--- src/rtl/select_sequencer_if.sv ---
// select_sequencer_if
// Groups the CPU cycle handshake, the chip-select/strobe outputs and the
// configuration register port of the select sequencer.
//   master : CPU / bench side. Drives start, rw, sel and the cfg* write port.
//            Observes cs, rdstb, wrstb, ready, err, busy and cfgq.
//   slave  : the sequencer itself.
interface select_sequencer_if;
  logic       start;
  logic       rw;
  logic [3:0] sel;
  logic       cfgwr;
  logic [1:0] cfgaddr;
  logic [7:0] cfgdata;
  logic [7:0] cfgq;
  logic [3:0] cs;
  logic       rdstb;
  logic       wrstb;
  logic       ready;
  logic       err;
  logic       busy;

  modport master (
    output start, rw, sel, cfgwr, cfgaddr, cfgdata,
    input  cfgq, cs, rdstb, wrstb, ready, err, busy
  );

  modport slave (
    input  start, rw, sel, cfgwr, cfgaddr, cfgdata,
    output cfgq, cs, rdstb, wrstb, ready, err, busy
  );
endinterface

--- src/rtl/select_sequencer.sv ---
// select_sequencer
// Runs one chip-select cycle per accepted CPU start: picks the lowest enabled
// channel whose address-match line is set, asserts its chip select through
// SETUP / ACCESS (wait+1 cycles) / optional HOLD, then pulses ready.
// Ports:
//   clock  - rising-edge system clock
//   reset  - synchronous active-high reset (FSM, outputs and config regs)
//   bus    - select_sequencer_if.slave: start/rw/sel in, cs/rdstb/wrstb/
//            ready/err/busy out, cfgwr/cfgaddr/cfgdata write port, cfgq readback
//
// state  | meaning
// IDLE   | waiting for start; samples rw/sel and grants a channel
// SETUP  | one cycle, chip select asserted, strobes low
// ACCESS | wait+1 cycles, chip select and read or write strobe asserted
// HOLD   | one cycle after ACCESS when the channel's hold bit is set
// DONE   | one cycle, ready pulse
// ERR    | one cycle, ready and err pulse (no eligible channel)
module select_sequencer #(
  parameter int unsigned DEFWAIT = 3
) (
  input  logic                clock,
  input  logic                reset,
  select_sequencer_if.slave   bus
);

  localparam logic [3:0] DEF_WAIT4 = 4'(DEFWAIT);

  typedef enum logic [2:0] {IDLE, SETUP, ACCESS, HOLD, DONE, ERR} state_t;

  state_t     state, state_nxt;

  logic [3:0] cfg_wait [4];
  logic [3:0] cfg_hold;
  logic [3:0] cfg_dis;
  logic       cfg_unused;

  logic       rw_q, hold_q;
  logic [1:0] gnt_q;
  logic [3:0] cnt_q;

  logic       hit;
  logic [1:0] gnt_idx;
  logic       take, cnt_dec;

  logic [3:0] cs_d, cs_q;
  logic       rd_d, rd_q, wr_d, wr_q, rdy_d, rdy_q, err_d, err_q, busy_d, busy_q;

  assign cfg_unused = ^bus.cfgdata[6:5];

  // Config register file: wait[3:0], hold[4], disable[7]; [6:5] not stored.
  always_ff @(posedge clock) begin
    if (reset) begin
      for (int i = 0; i < 4; i++) cfg_wait[i] <= DEF_WAIT4;
      cfg_hold <= '0;
      cfg_dis  <= '0;
    end else if (bus.cfgwr) begin
      cfg_wait[bus.cfgaddr] <= bus.cfgdata[3:0];
      cfg_hold[bus.cfgaddr] <= bus.cfgdata[4];
      cfg_dis[bus.cfgaddr]  <= bus.cfgdata[7];
    end
  end

  assign bus.cfgq = {cfg_dis[bus.cfgaddr], 2'b00, cfg_hold[bus.cfgaddr],
                     cfg_wait[bus.cfgaddr]};

  // Scan high to low so the lowest eligible index wins.
  always_comb begin
    hit     = 1'b0;
    gnt_idx = 2'd0;
    for (int i = 3; i >= 0; i--) begin
      if (bus.sel[i] && !cfg_dis[i]) begin
        hit     = 1'b1;
        gnt_idx = 2'(i);
      end
    end
  end

  always_ff @(posedge clock) begin
    if (reset) state <= IDLE;
    else       state <= state_nxt;
  end

  // Outputs are a registered copy of the state decode, so the visible DONE
  // cycle coincides with the FSM already being in IDLE. busy_q guards the
  // start sample so a start seen during that visible ready cycle is dropped.
  always_comb begin
    state_nxt = state;
    take      = 1'b0;
    cnt_dec   = 1'b0;
    cs_d      = 4'b0000;
    rd_d      = 1'b0;
    wr_d      = 1'b0;
    rdy_d     = 1'b0;
    err_d     = 1'b0;
    busy_d    = (state != IDLE);
    case (state)
      IDLE: begin
        if (bus.start && !busy_q) begin
          if (hit) begin
            state_nxt = SETUP;
            take      = 1'b1;
          end else begin
            state_nxt = ERR;
          end
        end
      end
      SETUP: begin
        cs_d      = 4'b0001 << gnt_q;
        state_nxt = ACCESS;
      end
      ACCESS: begin
        cs_d = 4'b0001 << gnt_q;
        rd_d = rw_q;
        wr_d = ~rw_q;
        if (cnt_q == 4'd0) state_nxt = hold_q ? HOLD : DONE;
        else               cnt_dec   = 1'b1;
      end
      HOLD: begin
        cs_d      = 4'b0001 << gnt_q;
        state_nxt = DONE;
      end
      DONE: begin
        rdy_d     = 1'b1;
        state_nxt = IDLE;
      end
      ERR: begin
        rdy_d     = 1'b1;
        err_d     = 1'b1;
        state_nxt = IDLE;
      end
      default: state_nxt = IDLE;
    endcase
  end

  // Cycle parameters are frozen at start; later cfg writes do not affect it.
  always_ff @(posedge clock) begin
    if (reset) begin
      rw_q   <= 1'b0;
      hold_q <= 1'b0;
      gnt_q  <= 2'd0;
      cnt_q  <= 4'd0;
    end else if (take) begin
      rw_q   <= bus.rw;
      hold_q <= cfg_hold[gnt_idx];
      gnt_q  <= gnt_idx;
      cnt_q  <= cfg_wait[gnt_idx];
    end else if (cnt_dec) begin
      cnt_q  <= cnt_q - 4'd1;
    end
  end

  always_ff @(posedge clock) begin
    if (reset) begin
      cs_q   <= 4'b0000;
      rd_q   <= 1'b0;
      wr_q   <= 1'b0;
      rdy_q  <= 1'b0;
      err_q  <= 1'b0;
      busy_q <= 1'b0;
    end else begin
      cs_q   <= cs_d;
      rd_q   <= rd_d;
      wr_q   <= wr_d;
      rdy_q  <= rdy_d;
      err_q  <= err_d;
      busy_q <= busy_d;
    end
  end

  assign bus.cs    = cs_q;
  assign bus.rdstb = rd_q;
  assign bus.wrstb = wr_q;
  assign bus.ready = rdy_q;
  assign bus.err   = err_q;
  assign bus.busy  = busy_q;

endmodule

--- src/flat_wrapper.sv ---
// flat-port wrapper written by rule: the top's interface ports become plain ports
module select_sequencer_flat 
#(
  parameter int unsigned DEFWAIT = 3
)
  (clock, reset, bus_start, bus_rw, bus_sel, bus_cfgwr, bus_cfgaddr, bus_cfgdata, bus_cfgq, bus_cs, bus_rdstb, bus_wrstb, bus_ready, bus_err, bus_busy);
  select_sequencer_if bus_i ();
  input  logic clock;
  input  logic reset;
  input wire logic [$bits(bus_i.start)-1:0] bus_start;
  input wire logic [$bits(bus_i.rw)-1:0] bus_rw;
  input wire logic [$bits(bus_i.sel)-1:0] bus_sel;
  input wire logic [$bits(bus_i.cfgwr)-1:0] bus_cfgwr;
  input wire logic [$bits(bus_i.cfgaddr)-1:0] bus_cfgaddr;
  input wire logic [$bits(bus_i.cfgdata)-1:0] bus_cfgdata;
  output wire logic [$bits(bus_i.cfgq)-1:0] bus_cfgq;
  output wire logic [$bits(bus_i.cs)-1:0] bus_cs;
  output wire logic [$bits(bus_i.rdstb)-1:0] bus_rdstb;
  output wire logic [$bits(bus_i.wrstb)-1:0] bus_wrstb;
  output wire logic [$bits(bus_i.ready)-1:0] bus_ready;
  output wire logic [$bits(bus_i.err)-1:0] bus_err;
  output wire logic [$bits(bus_i.busy)-1:0] bus_busy;
  assign bus_i.start = bus_start;
  assign bus_i.rw = bus_rw;
  assign bus_i.sel = bus_sel;
  assign bus_i.cfgwr = bus_cfgwr;
  assign bus_i.cfgaddr = bus_cfgaddr;
  assign bus_i.cfgdata = bus_cfgdata;
  assign bus_cfgq = bus_i.cfgq;
  assign bus_cs = bus_i.cs;
  assign bus_rdstb = bus_i.rdstb;
  assign bus_wrstb = bus_i.wrstb;
  assign bus_ready = bus_i.ready;
  assign bus_err = bus_i.err;
  assign bus_busy = bus_i.busy;
  select_sequencer #(.DEFWAIT(DEFWAIT)) u_core (.clock(clock), .reset(reset), .bus(bus_i));
endmodule
--- config.mk ---
export PLATFORM = sky130hd
export DESIGN_NAME = select_sequencer_flat
export DESIGN_NICKNAME = d
export VERILOG_FILES = /design/src/rtl/select_sequencer_if.sv /design/src/rtl/select_sequencer.sv /design/src/flat_wrapper.sv
export SDC_FILE = /design/constraint.sdc
export NUM_CORES = 1
export LEC_CHECK = 0
export CAP_MARGIN = 5
export CORE_MARGIN = 2
export CORE_UTILIZATION = 50
export CTS_BUF_LIST = sky130_fd_sc_hd__clkbuf_2 sky130_fd_sc_hd__clkbuf_4 sky130_fd_sc_hd__clkbuf_8
export DETAILED_ROUTE_END_ITERATION = 10
export PLACE_DENSITY = 0.76
export SYNTH_ARGS = -nofsm -noshare
export SYNTH_HDL_FRONTEND = slang
export SYNTH_SLANG_ARGS = --single-unit
--- constraint.sdc ---
create_clock -name clock -period 2.2 [get_ports clock]
set_clock_uncertainty 0.1 [all_clocks]
set_input_delay 0.44 -clock clock [delete_from_list [all_inputs] [get_ports clock]]
set_output_delay 0.44 -clock clock [all_outputs]
set_load 0.05 [all_outputs]
[Yosys cells after proc, flatten, opt, wreduce, memory -nomap -nowiden]
Memories as Yosys holds them, arrays and structs flattened.
Index checks and enable logic that the tools add are counted.
Cells by class
  add/subtract/negate cells: 1
  magnitude comparators: 3
  equality and inequality tests: 7
  shift operators: 1
  mux-type cells: 40
  bitwise gates (word level): 3
  reduce and logical (&&, ||, !) cells: 21
Operator list (number)
  $mux W1: 21
  $mux W3: 4
  $mux W4: 3
  $pmux W3 S4: 1
  $mux W2: 5
  $bwmux W4: 2
  $bmux W1 S2: 3
  $eq A3 B2 Y1 const B: 2
  $eq A3 B3 Y1 const B: 2
  $logic_and A1 B1 Y1: 6
  $lt A2 B3 Y1 const B: 2
  $reduce_or A2 Y1: 3
  $logic_not A1 Y1: 5
  $logic_not A4 Y1: 1
  $ne A2 B1 Y1 const B: 2
  $reduce_or A4 Y1: 1
  $shl A1 B2 Y4 const A: 1
  $sub A4 B1 Y4 const B: 1
  $eq A3 B1 Y1 const B: 1
  $logic_not A3 Y1: 1
  $not A1 Y1: 3
  $reduce_bool A3 Y1: 1
  $reduce_or A3 Y1: 1
  $demux W1 S2: 1
  3 further kinds: 3
Word-level totals
  register bits: 28
  bits in writable memories: 16
  input port bits: 19
  output and inout bits: 17
  logic and storage cells: 90
  memories: 1
Memory list
  u_core.cfg_wait: words 4, bits a word 4, read ports 2, clocked after Yosys merged registers in 0, wr ports 4, line select_sequencer.sv:32  | logic [3:0] cfg_wait [4];

[Logic depth before layout (Yosys ltp)]
  word-level depth: 10
  mapped depth: 7
  depth with buffers taken out: 7

[Worst setup path before layout]
Ideal clock, no wire load.
  path type: input to output
  start point: input bus_cfgaddr[1]
  end point: output bus_cfgq[1]
  arrival time: 1463 ps
  data required time: 1660 ps
  slack: 197 ps
  stages on the path: 2
  buffers on the path: 1
  path through: buf_1 > mux4_2
Between the ends
  longest elaborated chain between the ends: 1
Ends and longest elaborated chain
  from (decl): line flat_wrapper.sv:14  | input wire logic [$bits(bus_i.cfgaddr)-1:0] bus_cfgaddr;
  $mem_v2 Z4 W4
  to (decl): line flat_wrapper.sv:16  | output wire logic [$bits(bus_i.cfgq)-1:0] bus_cfgq;
No other way between the ends.

[Worst setup path in the final report]
  start point: input bus_cfgaddr[0]
  end point: output bus_cfgq[0]
Same word-level chain as after synthesis.

==> results.py <==
metrics = {
    "routing": {
        "drt-total-wl_um": 4810,
        "vias": 1756,
        "viasPerCell": 5.47,
        "remaining_drc_errors": 0,
        "drt_iter0_markers": 119,
        "wl_per_cell_um": 15.0,
        "drt-pass1-iter-count": 4,
        "drtAntennaViolNets": 0,
    },
    "worst_setup_path": {
        "crit_family": "buffers and inverters",
        "rr_startpoint": "u_core.state[1]",
        "worstPathMaxFanout": 11,
        "cp.depth": 4,
        "end_kind": "output port",
        "cpMaxStageDelayCell": "dlygate4sd2_1",
        "cp_cell_sequence": "dlygate4sd2_1, buf_4, mux4_2, buf_8",
        "worst-path-buf-inv": 3,
        "start_kind": "primary input",
        "crit_type": "in2out",
        "critPathMaxStageDelay_ps": 370,
        "cp_data_required_time_ps": 1660,
        "critical_path.startpoint": "bus_cfgaddr[0]",
        "worst-r2r-cell-count": 5,
        "crit_arrival_ps": 1590,
    },
    "die": {
        "die_w_um": 69.5,
        "die_h_um": 69.5,
        "core_um2": 4060,
        "row_count": 23,
        "start_util_pct": 52.9,
        "ios": 36,
        "fp.dieArea_um2": 4830,
    },
    "clocking": {
        "cts_buffers": 5,
        "cts_sinks": 44,
        "holdBufCountCts": 0,
        "htree_levels": 2,
        "cts_max_path_buffers": 2,
        "clk_pin_slew_ps": 80,
        "cts_resized": 5,
        "cts-root-buf": "clkbuf_8",
        "cts_tree": "built",
        "cts_setup_buffers": 0,
        "clock_latency_ps": 300,
    },
    "finish": {
        "final_common_cell": "buf_4",
        "drive_above_1_share_pct": 21.0,
        "area_delta_synth_final_pct": 29.7,
        "num_antenna_cells": 0,
        "fin_nets": 290,
        "fill_cells": 321,
        "final_area_um2": 2780,
        "final_cell_mix": "buf_4 (34), dfxtp_1 (28), nand2_1 (26)",
    },
    "global_route": {
        "first_global_vias": 1840,
        "grt_overflow": 0,
        "grt_first_pass_wirelength_um": 8200,
        "antenna_found_initial": 0,
        "globalRouteTotalUtil_pct": 21.6,
        "grt_max_degree": 23,
    },
    "hold_path": {
        "min_path_cells": 1,
        "hp-start": "u_core.rw_q",
        "min_path_type": "reg2reg",
    },
    "logic_synthesis": {
        "yosys_warnings": 0,
        "ys.flop_type": "dfxtp_1",
        "synthArstFlopShare_pct": 0,
        "synthCells": 213,
        "yosys_register_bits": 44,
        "ys_seq_area_share_pct": 48.5,
        "yosysTopAreaCell": "dfxtp_1",
        "yosys.area.top_type_share_pct": 26.1,
        "synth_edf_count": 16,
        "ys_types": 49,
        "synth.area.top_cells": "dfxtp_1 (26%), edfxtp_1 (22%), mux4_2 (6.3%)",
        "syn_area_um2": 2150,
        "avgSynthCellArea_um2": 10.1,
    },
    "place": {
        "place_area_um2": 2660,
        "port_buffers": 31,
        "place.gp.congestion": 0.873,
        "dpl.hpwl_um": 3710,
    },
    "power_and_ir_drop": {
        "ir_drop_mv": 0.492,
        "power_leakage_nw": 1.08,
        "power_density_nw_per_um2": 813,
    },
    "timing": {
        "hold_viol": 0,
        "setup_viol": 0,
        "rsz0062_at_grt": "false",
        "post-route-period-util_pct": 96.6,
        "hold_slack_ps": 350,
        "max_freq_mhz": 471,
        "drv_slew": 0,
        "final.min_clock_period_ps": 2130,
    },
    "flow_run": {
        "maxCapViolations": 0,
    },
    "run_status": {
        "status": "complete, no violations",
    },
}
-- area by class of cell --
cell class                 count  area, um2  area share, %
clock buffer                   5       68.8           2.47
clock inverter                 3       42.5           1.53
inverter                       7       26.3          0.944
multi-input combinational    151       1010           36.4
sequential                    44       1040           37.4
tap                           50       62.6           2.25
timing repair buffer          61        529           19.0
-- per-layer routing --
metal / track usage [%] / share of wire, %
met5: 0 / 0
met4: 8.93 / 2.0
met3: 4.80 / 4.5
met2: 39.1 / 54
met1: 24.3 / 40
-- registers in the layout, summed over array words and instances, names as in the netlist, 2 cells and up --
register	cells
u_core.state	3
u_core.cnt_q	4
u_core.cfg_wait	16
u_core.gnt_q	2
u_core.cfg_hold	4
u_core.bus.cs	4
u_core.cfg_dis	4
-- kinds of logic (layout without fill, tap and decap cells) --
kind of cell               count (synthesis)  count (layout)  synth area share [%]
buffers and inverters                     19              76                  4.43
and+or+nand+nor                           94              94                  23.1
xor gates and xnor gates                   2               2                 0.816
AOI/OAI and AO/OA                         39              39                  12.7
adders and majority gates                  1               1                 0.583
muxes                                     13              13                  9.62
other                                      1               2                 0.175
DFF                                       44              44                  48.5
-- path summary, 6_finish.rpt --
| check | endpoint | slack (ps) |
|---|---|---|
| setup / recovery | bus_cfgq[0] | 70 |
| hold / removal | u_core.bus.wrstb | 350 |
| setup reg to reg | u_core.cnt_q[2] | 360 |
| hold reg to reg | u_core.bus.wrstb | 350 |
-- cell usage after synthesis, types with 2 or more instances --
cell type	number
a211oi_1	2
a21oi_1	12
a22o_1	2
a22oi_1	3
and2_1	2
and3b_1	2
buf_1	3
buf_4	2
buf_6	2
clkbuf_1	4
dfxtp_1	28
edfxtp_1	16
inv_1	7
mux2i_1	6
mux4_2	6
nand2_1	26
nand2b_1	12
nand3_1	7
nor2_1	19
nor2b_1	9
nor3_1	4
nor3b_1	5
o21a_1	2
o21ai_0	5
o22ai_1	2
o32ai_1	2
-- per-stage QoR --
stage / util, % / setup WS [ps] / total power [mW] / std cells / setup TNS [ps]
4_1_cts: 68.6 / 65.9 / 2.28 / 321 / 0
6_report: 68.6 / 74.9 / 2.26 / 321 / 0
5_1_grt: 68.6 / 22.4 / 2.38 / 321 / 0
3_5_place_dp: 65.6 / -213 / 1.66 / 313 / -1290
2_1_floorplan: - / 197 / 1.44 / 214 / 0
3_3_place_gp: 65.6 / -210 / 1.64 / 313 / -1200
-- where the power goes --
part / switching, mW / internal, mW
clock: 0.283 / 0.335
combinational: 0.338 / 0.308
sequential: 0.0749 / 0.926
Power figures use the tool's default switching activity.
